==> config.mk <==
export PLATFORM = sky130hd
export DESIGN_NAME = except_ctrl
export DESIGN_NICKNAME = d
export VERILOG_FILES = /design/src/rtl/except_ctrl.sv
export SDC_FILE = /design/constraint.sdc
export NUM_CORES = 1
export LEC_CHECK = 0
export ABC_AREA = 1
export BUFFER_PORTS_ARGS = -buffer_cell sky130_fd_sc_hd__buf_2
export CORE_AREA = 2 2 110 112
export CTS_BUF_LIST = sky130_fd_sc_hd__clkbuf_2 sky130_fd_sc_hd__clkbuf_4 sky130_fd_sc_hd__clkbuf_8
export DETAILED_ROUTE_END_ITERATION = 6
export DIE_AREA = 0 0 112 114
export GPL_TIMING_DRIVEN = 0
export SLEW_MARGIN = 25
export SYNTH_ARGS = -nofsm -noshare
export SYNTH_HDL_FRONTEND = slang
export SYNTH_SLANG_ARGS = --single-unit
==> constraint.sdc <==
create_clock -name clk -period 4 [get_ports clk]
set_clock_uncertainty 0.05 [all_clocks]
set_input_delay 1.2 -clock clk [delete_from_list [all_inputs] [get_ports clk]]
set_output_delay 1.2 -clock clk [all_outputs]
set_load 0.005 [all_outputs]
==> src/rtl/except_ctrl.sv <==
// MEM-stage exception arbiter: synchronises interrupts, prioritises exceptions, issues flush/redirect.
// Optional feature: define CP0_TIMER_INT_EN to OR timer_int_i into IP7.
module except_ctrl #(
    parameter logic [31:0] EXC_VEC_BOOT = 32'hBFC00380,
    parameter logic [31:0] EXC_VEC_NORM = 32'h80000180
) (
    input  logic        clk,
    input  logic        rst,
    input  logic [5:0]  int_i,
    input  logic        timer_int_i,
    input  logic        mem_valid_i,
    input  logic [31:0] mem_pc_i,
    input  logic        mem_in_delayslot_i,
    input  logic [5:0]  mem_exc_i,
    input  logic        wb_cp0_we_i,
    input  logic [4:0]  wb_cp0_waddr_i,
    input  logic [31:0] wb_cp0_data_i,
    input  logic [31:0] cp0_status_i,
    input  logic [31:0] cp0_cause_i,
    input  logic [31:0] cp0_epc_i,
    output logic [5:0]  int_sync_o,
    output logic [31:0] except_type_o,
    output logic [31:0] pc_o,
    output logic        is_in_delayslot_o,
    output logic        flush_o,
    output logic [31:0] new_pc_o
);

    localparam logic [4:0] AddrStatus = 5'd12;
    localparam logic [4:0] AddrCause  = 5'd13;
    localparam logic [4:0] AddrEpc    = 5'd14;

    typedef enum logic {StIdle, StSquash} state_e;

    state_e      state_q, state_d;
    logic [5:0]  int_meta_q, int_sync_q;
    logic        int_pending_q, int_pending_d;
    logic [31:0] status_fwd, epc_fwd;
    logic [1:0]  cause_ip_fwd;
    logic [7:0]  ip;
    logic        int_req;
    logic [31:0] code;

    always_ff @(posedge clk or posedge rst) begin
        if (rst) begin
            state_q       <= StIdle;
            int_meta_q    <= '0;
            int_sync_q    <= '0;
            int_pending_q <= 1'b0;
        end else begin
            state_q       <= state_d;
            int_meta_q    <= int_i;
            int_sync_q    <= int_meta_q;
            int_pending_q <= int_pending_d;
        end
    end

    assign int_sync_o = int_sync_q;

    // Forward in-flight WB writes so the decision sees this cycle's CP0 values.
    always_comb begin
        status_fwd   = (wb_cp0_we_i && wb_cp0_waddr_i == AddrStatus) ? wb_cp0_data_i : cp0_status_i;
        epc_fwd      = (wb_cp0_we_i && wb_cp0_waddr_i == AddrEpc) ? wb_cp0_data_i : cp0_epc_i;
        cause_ip_fwd = (wb_cp0_we_i && wb_cp0_waddr_i == AddrCause) ? wb_cp0_data_i[9:8]
                                                                     : cp0_cause_i[9:8];
    end

`ifdef CP0_TIMER_INT_EN
    assign ip = {int_sync_q[5] | timer_int_i, int_sync_q[4:0], cause_ip_fwd};
`else
    assign ip = {int_sync_q, cause_ip_fwd};
    logic unused_timer;
    assign unused_timer = timer_int_i;
`endif

    logic unused_bits;
    assign unused_bits = ^{cp0_cause_i[31:10], cp0_cause_i[7:0], status_fwd[31:23],
                           status_fwd[21:16], status_fwd[7:2]};

    assign int_req = status_fwd[0] & ~status_fwd[1] & |(ip & status_fwd[15:8]);

    always_comb begin
        code = 32'h0;
        if (state_q == StIdle && mem_valid_i) begin
            if (int_req || int_pending_q) code = 32'h01;
            else if (mem_exc_i[0])        code = 32'h0a;
            else if (mem_exc_i[1])        code = 32'h08;
            else if (mem_exc_i[2])        code = 32'h09;
            else if (mem_exc_i[3])        code = 32'h0d;
            else if (mem_exc_i[4])        code = 32'h0c;
            else if (mem_exc_i[5])        code = 32'h0e;
        end
    end

    always_comb begin
        state_d = state_q;
        unique case (state_q)
            StIdle:   if (code != 32'h0) state_d = StSquash;
            StSquash: state_d = StIdle;
            default:  state_d = StIdle;
        endcase
    end

    // Pending remembers an interrupt raised while MEM held a bubble.
    always_comb begin
        int_pending_d = int_pending_q;
        if (state_q == StIdle) begin
            if (code == 32'h01 || !int_req) int_pending_d = 1'b0;
            else if (!mem_valid_i)          int_pending_d = 1'b1;
        end
    end

    always_comb begin
        except_type_o     = 32'h0;
        pc_o              = 32'h0;
        is_in_delayslot_o = 1'b0;
        flush_o           = 1'b0;
        new_pc_o          = 32'h0;
        if (!rst) begin
            except_type_o     = code;
            pc_o              = mem_pc_i;
            is_in_delayslot_o = mem_in_delayslot_i;
            flush_o           = (code != 32'h0);
            if (code == 32'h0e)      new_pc_o = epc_fwd;
            else if (code != 32'h0)  new_pc_o = status_fwd[22] ? EXC_VEC_BOOT : EXC_VEC_NORM;
        end
    end

endmodule

Word-level counts from Yosys, hierarchy flattened
Index checks and enable logic that the tools add are counted.
{"block": "word_totals", "ff_bits": 14, "inputBits": 183, "out_inout_bits": 104, "wordCells": 48}
{"block": "classes", "eq_ne": 6, "n_mux": 23, "bitwise": 5, "reduce_logical": 10}
{"op": "two-way mux 32 bit", "count": 5}
{"op": "two-way mux 4 bit", "count": 9}
{"op": "== test 32 x 1 -> 1 bit (second input constant)", "count": 1}
{"op": "== test 32 x 4 -> 1 bit (second input constant)", "count": 1}
{"op": "nonzero test 32 bit", "count": 1}
{"op": "two-way mux 30 bit", "count": 1}
{"op": "two-way mux 23 bit", "count": 1}
{"op": "== test 5 x 4 -> 1 bit (second input constant)", "count": 3}
{"op": "bitwise AND 8 bit", "count": 1}
{"op": "OR reduction 8 bit", "count": 1}
{"op": "two-way mux 1 bit", "count": 5}
{"op": "logical AND 1 bit", "count": 4}
{"op": "bitwise AND 1 bit", "count": 2}
{"op": "logical OR 1 bit", "count": 2}
{"op": "two-way mux 2 bit", "count": 1}
{"op": "!= test 2 x 1 -> 1 bit (second input constant)", "count": 1}
{"op": "inverter 1 bit", "count": 2}
{"op": "case mux 1 bit (2 select lines)", "count": 1}
{"op": "AND reduction 2 bit", "count": 1}
{"op": "zero test 1 bit", "count": 1}

Longest topological paths before layout
Gate-level depths: netlist (run 1).
{"block": "depth", "word_depth": 13, "mapped_depth": 16, "depth_no_buf": 15}

Least setup slack after synthesis (run 1)
Ideal clock, no wire load.
{"block": "synth_path", "path_type": "input port to output port", "start": "in wb_cp0_waddr_i[3]", "end": "out new_pc_o[22]", "arrival_time_ns": 2.451, "required_ns": 2.750, "slack_ns": 0.299, "stages": 14, "n_path_buf": 2, "path_cell_list": "nand2_1 -> inv_2 -> nand3_2 -> buf_6 -> nand2_1 -> nand2_1 -> nand2_1 -> nand2_1 -> nor2_1 -> nand2_1 -> nand2_2 -> nand4_2 -> buf_2 -> a21oi_1"}
{"block": "synth_via", "elab_chain_cells": 13, "word_cells_on_any_way": 23, "classes_between": "eq/ne: 4; mux: 9; bitwise: 4; reduce/logical: 6"}
{"element": "start, declared", "line": "16", "source": "input logic [4:0] wb_cp0_waddr_i,"}
{"element": "== test 5 x 4 -> 1 bit, on equally long branches", "line": "64, 62"}
{"element": "logical AND 1 bit, on equally long branches", "line": "64, 62"}
{"element": "two-way mux 2 bit or two-way mux 23 bit (tied branches)", "line": "64, 62"}
{"element": "bitwise AND 8 bit or inverter 1 bit (tied branches)", "line": "80", "source": "assign int_req = status_fwd[0] & ~status_fwd[1] & |(ip & status_fwd[15:8]);"}
{"element": "OR reduction 8 bit or bitwise AND 1 bit (tied branches)", "line": "80"}
{"element": "bitwise AND 1 bit", "line": "80"}
{"element": "logical OR 1 bit", "line": "85", "source": "if (int_req || int_pending_q) code = 32'h01;"}
{"element": "two-way mux 4 bit", "line": "85"}
{"element": "two-way mux 4 bit", "line": "84", "source": "if (state_q == StIdle && mem_valid_i) begin"}
{"element": "nonzero test 32 bit", "line": "125", "source": "else if (code != 32'h0) new_pc_o = status_fwd[22] ? EXC_VEC_BOOT : EXC_VEC_NORM;"}
{"element": "two-way mux 32 bit", "line": "125"}
{"element": "two-way mux 32 bit (*)", "line": "124", "source": "if (code == 32'h0e) new_pc_o = epc_fwd;"}
{"element": "two-way mux 32 bit (*)", "line": "119", "source": "if (!rst) begin"}
{"element": "end, declared", "line": "26", "source": "output logic [31:0] new_pc_o"}
Mark *: on every way between the ends. The rest lies on a longest branch, timed or not.

Final worst setup path (run 1)
{"block": "layout_path", "start": "in wb_cp0_waddr_i[0]", "end": "out new_pc_o[25]"}
The elaborated chain is that of the path after synthesis.

==> impl_metrics.toml, run 1 <==
[route]
via_per_inst = 3.82
wl_per_cell_um = 12.0
drtPass1Iterations = 4
drt_iter0_markers = 77
vias = 2836
ant_nets = 0
drt-total-wl_um = 8890
drc_errors = 0

[floorplan]
coreArea_mm2 = 0.0117
die_h_um = 114
start_util_pct = 17.3
io_pins = 287
die_w_um = 112
die_area_mm2 = 0.0128
rows = 40

[finish]
layout.nets = 780
stdcell_area_mm2 = 0.00389
n_antenna_cell = 0
area_growth_pct = 92.3
drive_gt1_share_pct = 55.0
fill_cells = 1282
fin_cells = 743

[setup_path]
startpoint = "wb_cp0_waddr_i[0]"
cp-start-kind = "primary input"
r2r_slack_ps = 2630
crit_top_cell = "nand2_1"
reg2reg_from = "int_sync_o[2]"
critPathArrivalTime_ps = 2930
critPathCapture = "new_pc_o[25]"
slowest_stage = "buf_12"
criticalPathCategory = "in -> out"
worst_r2r_path_depth = 9
path_cells = "buf_4 -> nor2_2 -> nand3_2 -> buf_6 -> nand2_2 -> nand2_1 -> nand2_1 -> nand2_1 -> nor2_1 -> nand2_1 -> nand2_2 -> nand4_4 -> buf_12 -> buf_12 -> o21ai_2 -> a21oi_2 -> buf_2"
reg2reg_to = "state_q"
setup.worst_path.end_class = "output pin"
cp_max_fo = 10
required_ps = 2750
cp_slowest_stage_delay_ps = 180

[place]
gp_congestion = 0.789
dpl_cell_area_mm2 = 0.00334
dp.cells = 727
numPortBuffers = 206
hpwl_um = 7430

[global_routing]
grt_pass1_vias = 2575
antenna_found_initial = 0
overflow = 0
grt_usage_pct = 12.6
grt_max_degree = 24
grt_first_pass_wirelength_um = 13000

[cts]
clockRootBuffer = "clkbuf_8"
cts.sinks = 14
cts_tree = "yes"
cts_buffers = 3
htreeDepth = 1
cts_max_path_buffers = 2
cts_hold_buf = 0
clk_pin_slew_ps = 50
insertion_delay_ps = 240

[timing]
finalSetupViolCount = 34
final-max-slew-violation-count = 0
fin_crit_ps = 4180
worst_pin_slew_ps = 1010
hold_viol_final = 0
slew_headroom_pct = 32.9
max_freq_ghz = 0.239
hold_slack_ps = 295
period_share_pct = 105
rsz0062_at_grt = "yes"
tns_ps = -4040
layout_setup_ws_ps = -182

[yosys]
yosysSeqAreaShare_pct = 17.3
yosysUniqueCellTypes = 29
syn_inst = 347
ys_ff_latch = 14
ys_warn_count = 0
avgSynthCellArea_um2 = 5.84
synth_area_mm2 = 0.00203

[worst_hold_path]
worstHoldStart = "int_meta_q[4]"
hp-class = "reg -> reg"

[power_and_ir_drop]
leakage_nw = 2.30
powerDensity_mw_per_mm2 = 146
ir_worst_vdd_uv = 233
p_total_uw = 568

[outcome]
status = "complete, but fails checks"
violations = "negative setup slack"

[run]
cap_viol_max_count = 0
-- through the flow --
stage,utilization [%],setup slack [ps]
after detailed placement,28.5,-404
after CTS,31.8,-174
after global routing,33.3,-325
after global placement,28.5,-406
after floorplan,-,299
final,33.3,-182
-- cells in the final DEF (no fill, tap or decap), types with 2 or more instances in the layout --
cell type / count
o21ai_2: 5
nand3_1: 9
buf_12: 4
nor2_1: 87
nor4_2: 9
nor3_1: 2
a21oi_1: 5
clkbuf_2: 3
nand2_1: 52
clkbuf_8: 4
inv_2: 4
clkbuf_1: 7
nor2_4: 5
conb_1: 28
a21oi_2: 6
dfrtp_1: 14
buf_6: 5
nand2_4: 2
buf_4: 38
nand2_2: 7
nand3_2: 9
nor4_4: 12
buf_2: 204
inv_1: 55
o21ai_4: 3
o21ai_0: 6
-- synthesized netlist by cell type, drive strengths merged --
cell | instances | area, um2
nor3 | 2 | 10.0
buf | 37 | 264
o31ai | 2 | 20.0
nand4 | 1 | 12.5
or2 | 1 | 6.26
nor4 | 21 | 257
conb | 1 | 3.75
a21oi | 11 | 58.8
nor2 | 93 | 362
nand3b | 1 | 7.51
inv | 59 | 221
nor3b | 1 | 7.51
clkbuf | 9 | 33.8
o21ai | 14 | 70.1
dfrtp | 14 | 350
nand3 | 19 | 105
nand2 | 61 | 236
-- worst min path at each step --
| stage | cells past startpoint | end |
|---|---|---|
| detailed placement | 0 | int_sync_o[4] |
| CTS | 0 | int_sync_o[4] |
| floorplan | 0 | int_sync_o[0] |
| global route | 0 | int_sync_o[3] |
| finish | 0 | int_sync_o[4] |
| global placement | 0 | int_sync_o[5] |
-- power breakdown --
group	switching, mW	internal [mW]
clock network	0.0473	0.0871
registers	0.00423	0.151
logic	0.144	0.134
total	0.195	0.372
-- registers in the layout, summed over array words and instances, names as in the netlist --
| register | flops |
|---|---|
| state_q | 1 |
| int_sync_o | 6 |
| int_meta_q | 6 |
| int_pending_q | 1 |
-- routing by layer --
layer  share of wire [%]  track usage [%]
met1                  44             17.0
met2                  48             21.7
met3                 6.4             1.49
met4                 1.6             2.85
met5                   0                0
-- logic make-up (layout without fill, tap and decap cells) --
family / Yosys count / in the layout / synth area share, %
compound gates: 27 / 27 / 7.35
buf+inv: 105 / 327 / 25.6
flops: 14 / 14 / 17.3
other cells: 1 / 28 / 0.185
simple gates: 200 / 200 / 49.5
-- timing repair --
item,4_1_cts,5_1_grt
gates cloned,1,0
pin swaps,8,7
endpoints found under the setup margin,33,55
setup buffers,8,3
gates resized for setup,49,31
-- area by class of cell --
class / instances / area, um2 / area share, %
plain buffers: 46 / 348 / 8.93
clock buffers: 4 / 55.1 / 1.41
inverters: 59 / 221 / 5.69
multi-input cells: 255 / 1550 / 39.9
flip-flops and latches: 14 / 350 / 8.99
well taps: 147 / 184 / 4.72
repair buffers: 218 / 1180 / 30.4
-- worst max-delay path, delay by kind of cell --
| family | cells | cell delay, ps |
|---|---|---|
| and+or+nand+nor | 10 | 810 |
| AOI/OAI and AO/OA | 2 | 180 |
| buffers and inverters | 5 | 740 |
Power figures use the tool's default switching activity.
==> inputs of run 2 (changes only) <==
--- a/constraint.sdc
+++ b/constraint.sdc
@@ -4,2 +4,2 @@
 set_output_delay 1.2 -clock clk [all_outputs]
-set_load 0.005 [all_outputs]
+set_load 0.1 [all_outputs]
==> impl_metrics.toml, run 2 (synthesis gave the netlist of run 1 again) <==
[worst_hold_path]
hp-class = "reg -> reg"
worstHoldStart = "int_meta_q[3]"
hold_depth = 0

[power_and_ir_drop]
p_total_mw = 1.05
ir_worst_vdd_uv = 141
leakage_nw = 2.48
powerDensity_mw_per_mm2 = 215

[global_routing]
overflow = 0
grt_pass1_vias = 2984
grt_usage_pct = 15.1
grt_first_pass_wirelength_um = 15200
antenna_found_initial = 0
grt_max_degree = 24

[setup_path]
cp_max_fo = 8
path_cells = "buf_8 -> inv_2 -> nand2_2 -> nor2_4 -> buf_12 -> nand3_1 -> nand2_1 -> nand2_1 -> nand2_1 -> nor2_1 -> nand2_1 -> nand2_4 -> buf_6 -> nand3_4 -> nand2_4 -> nand2_8 -> nand2_4 -> a21oi_4 -> buf_12"
setup.worst_path.end_class = "output pin"
r2r_slack_ps = 2590
crit_top_cell = "nand2_1"
worst_r2r_path_depth = 9
slowest_stage = "a21oi_4"
required_ps = 2750
startpoint = "wb_cp0_waddr_i[4]"
criticalPathCategory = "in -> out"
critPathArrivalTime_ps = 3100
cp-start-kind = "primary input"
reg2reg_to = "state_q"
critPathCapture = "new_pc_o[9]"
reg2reg_from = "int_sync_o[5]"
cp_slowest_stage_delay_ps = 210

[finish]
n_antenna_cell = 0
final_common_cell = "buf_2"
drive_gt1_share_pct = 64.0
layout_common_cells = "buf_2 (152), inv_1 (54), nand2_1 (51), nor2_1 (50), buf_4 (43)"
layout.nets = 793
area_growth_pct = 141
stdcell_area_mm2 = 0.00488
fin_cells = 756

[outcome]
status = "complete, but fails checks"
violations = "negative setup slack"

[route]
ant_nets = 0
drt-total-wl_um = 10200
drtPass1Iterations = 4
vias = 3037
via_per_inst = 4.02
wl_per_cell_um = 13.5
drt_iter0_markers = 78
drc_errors = 0

[timing]
slew_headroom_pct = 41.5
finalSetupViolCount = 37
worst_pin_slew_ps = 878
final-max-slew-violation-count = 0
rsz0062_at_grt = "yes"
period_share_pct = 109
layout_setup_ws_ps = -348
fin_crit_ps = 4350
max_freq_ghz = 0.230
hold_viol_final = 0

[cts]
cts_max_path_buffers = 2
clockRootBuffer = "clkbuf_8"
htreeDepth = 1
cts.sinks = 14
cts_hold_buf = 0
cts_tree = "yes"
clk_pin_slew_ps = 60
insertion_delay_ps = 240
cts_buffers = 3

[floorplan]
die_h_um = 114
start_util_pct = 17.3
rows = 40
io_pins = 287
die_w_um = 112
coreArea_mm2 = 0.0117
die_area_mm2 = 0.0128

[place]
hpwl_um = 7660
dp.cells = 727
numPortBuffers = 206
gp_congestion = 0.804
dpl_cell_area_mm2 = 0.00375

[run]
cap_viol_max_count = 0
[run 2: cell types whose count changed in the layout (fill, tap and decap cells not counted), moves of 14 or more]
cell / before / now
nor2_4: 5 / 19
nor2_2: 1 / 24
nor2_1: 87 / 50
buf_6: 5 / 32
buf_2: 204 / 152
buf_12: 4 / 19
[run 2: how the worst min path moves through the flow]
stage / end / slack [ps]
floorplan: int_sync_o[0] / 280
global route: int_sync_o[3] / 300
CTS: int_sync_o[0] / 300
finish: int_sync_o[3] / 300
global placement: int_sync_o[4] / 280
detailed placement: int_sync_o[0] / 290
[run 2: area by class of cell]
| cell class | count | area, um2 |
|---|---|---|
| fill | 1186 | 6830 |
| multi-input combinational | 256 | 1970 |
| timing repair buffer | 230 | 1720 |
| buffer | 46 | 368 |
| sequential | 14 | 350 |
| inverter | 59 | 233 |
| tap | 147 | 184 |
| clock buffer | 4 | 55.1 |
[run 2: metal layers]
layer | share of wire (%) | GRT usage [%]
met3 | 7.1 | 3.03
met1 | 38 | 16.8
met2 | 54 | 30.1
met5 | 0 | 0
met4 | 0.96 | 2.52
[run 2: timing repair]
| item | CTS | global route |
|---|---|---|
| resized for setup | 193 | 31 |
| cloned | 5 | 0 |
| buffers inserted | 18 | 6 |
| pin swaps | 23 | 22 |
| endpoints found under the setup margin | 66 | 49 |
[run 2: critical path, delay by kind of cell]
family,cells,cell delay [ps]
AND/OR/NAND/NOR,13,1030
buffers and inverters,5,620
AO/OA/AOI/OAI,1,210
[run 2: where the power goes]
group	internal (mW)	switching (mW)	total, mW
registers	0.151	0.00435	0.155
logic	0.208	0.553	0.761
clock network	0.0870	0.0466	0.134
total	0.446	0.604	1.05
[run 2: through the flow]
| step | utilization (%) | setup TNS, ps | hold WS [ps] | setup slack (ps) |
|---|---|---|---|---|
| finish | 41.7 | -9970 | 298 | -348 |
| global route | 41.7 | -14770 | 305 | -475 |
| CTS | 40.8 | -9870 | 298 | -416 |
| detailed placement | 32.0 | -36130 | 286 | -738 |
| global placement | 32.0 | -36240 | 282 | -756 |
| floorplan | - | -19900 | 281 | -572 |
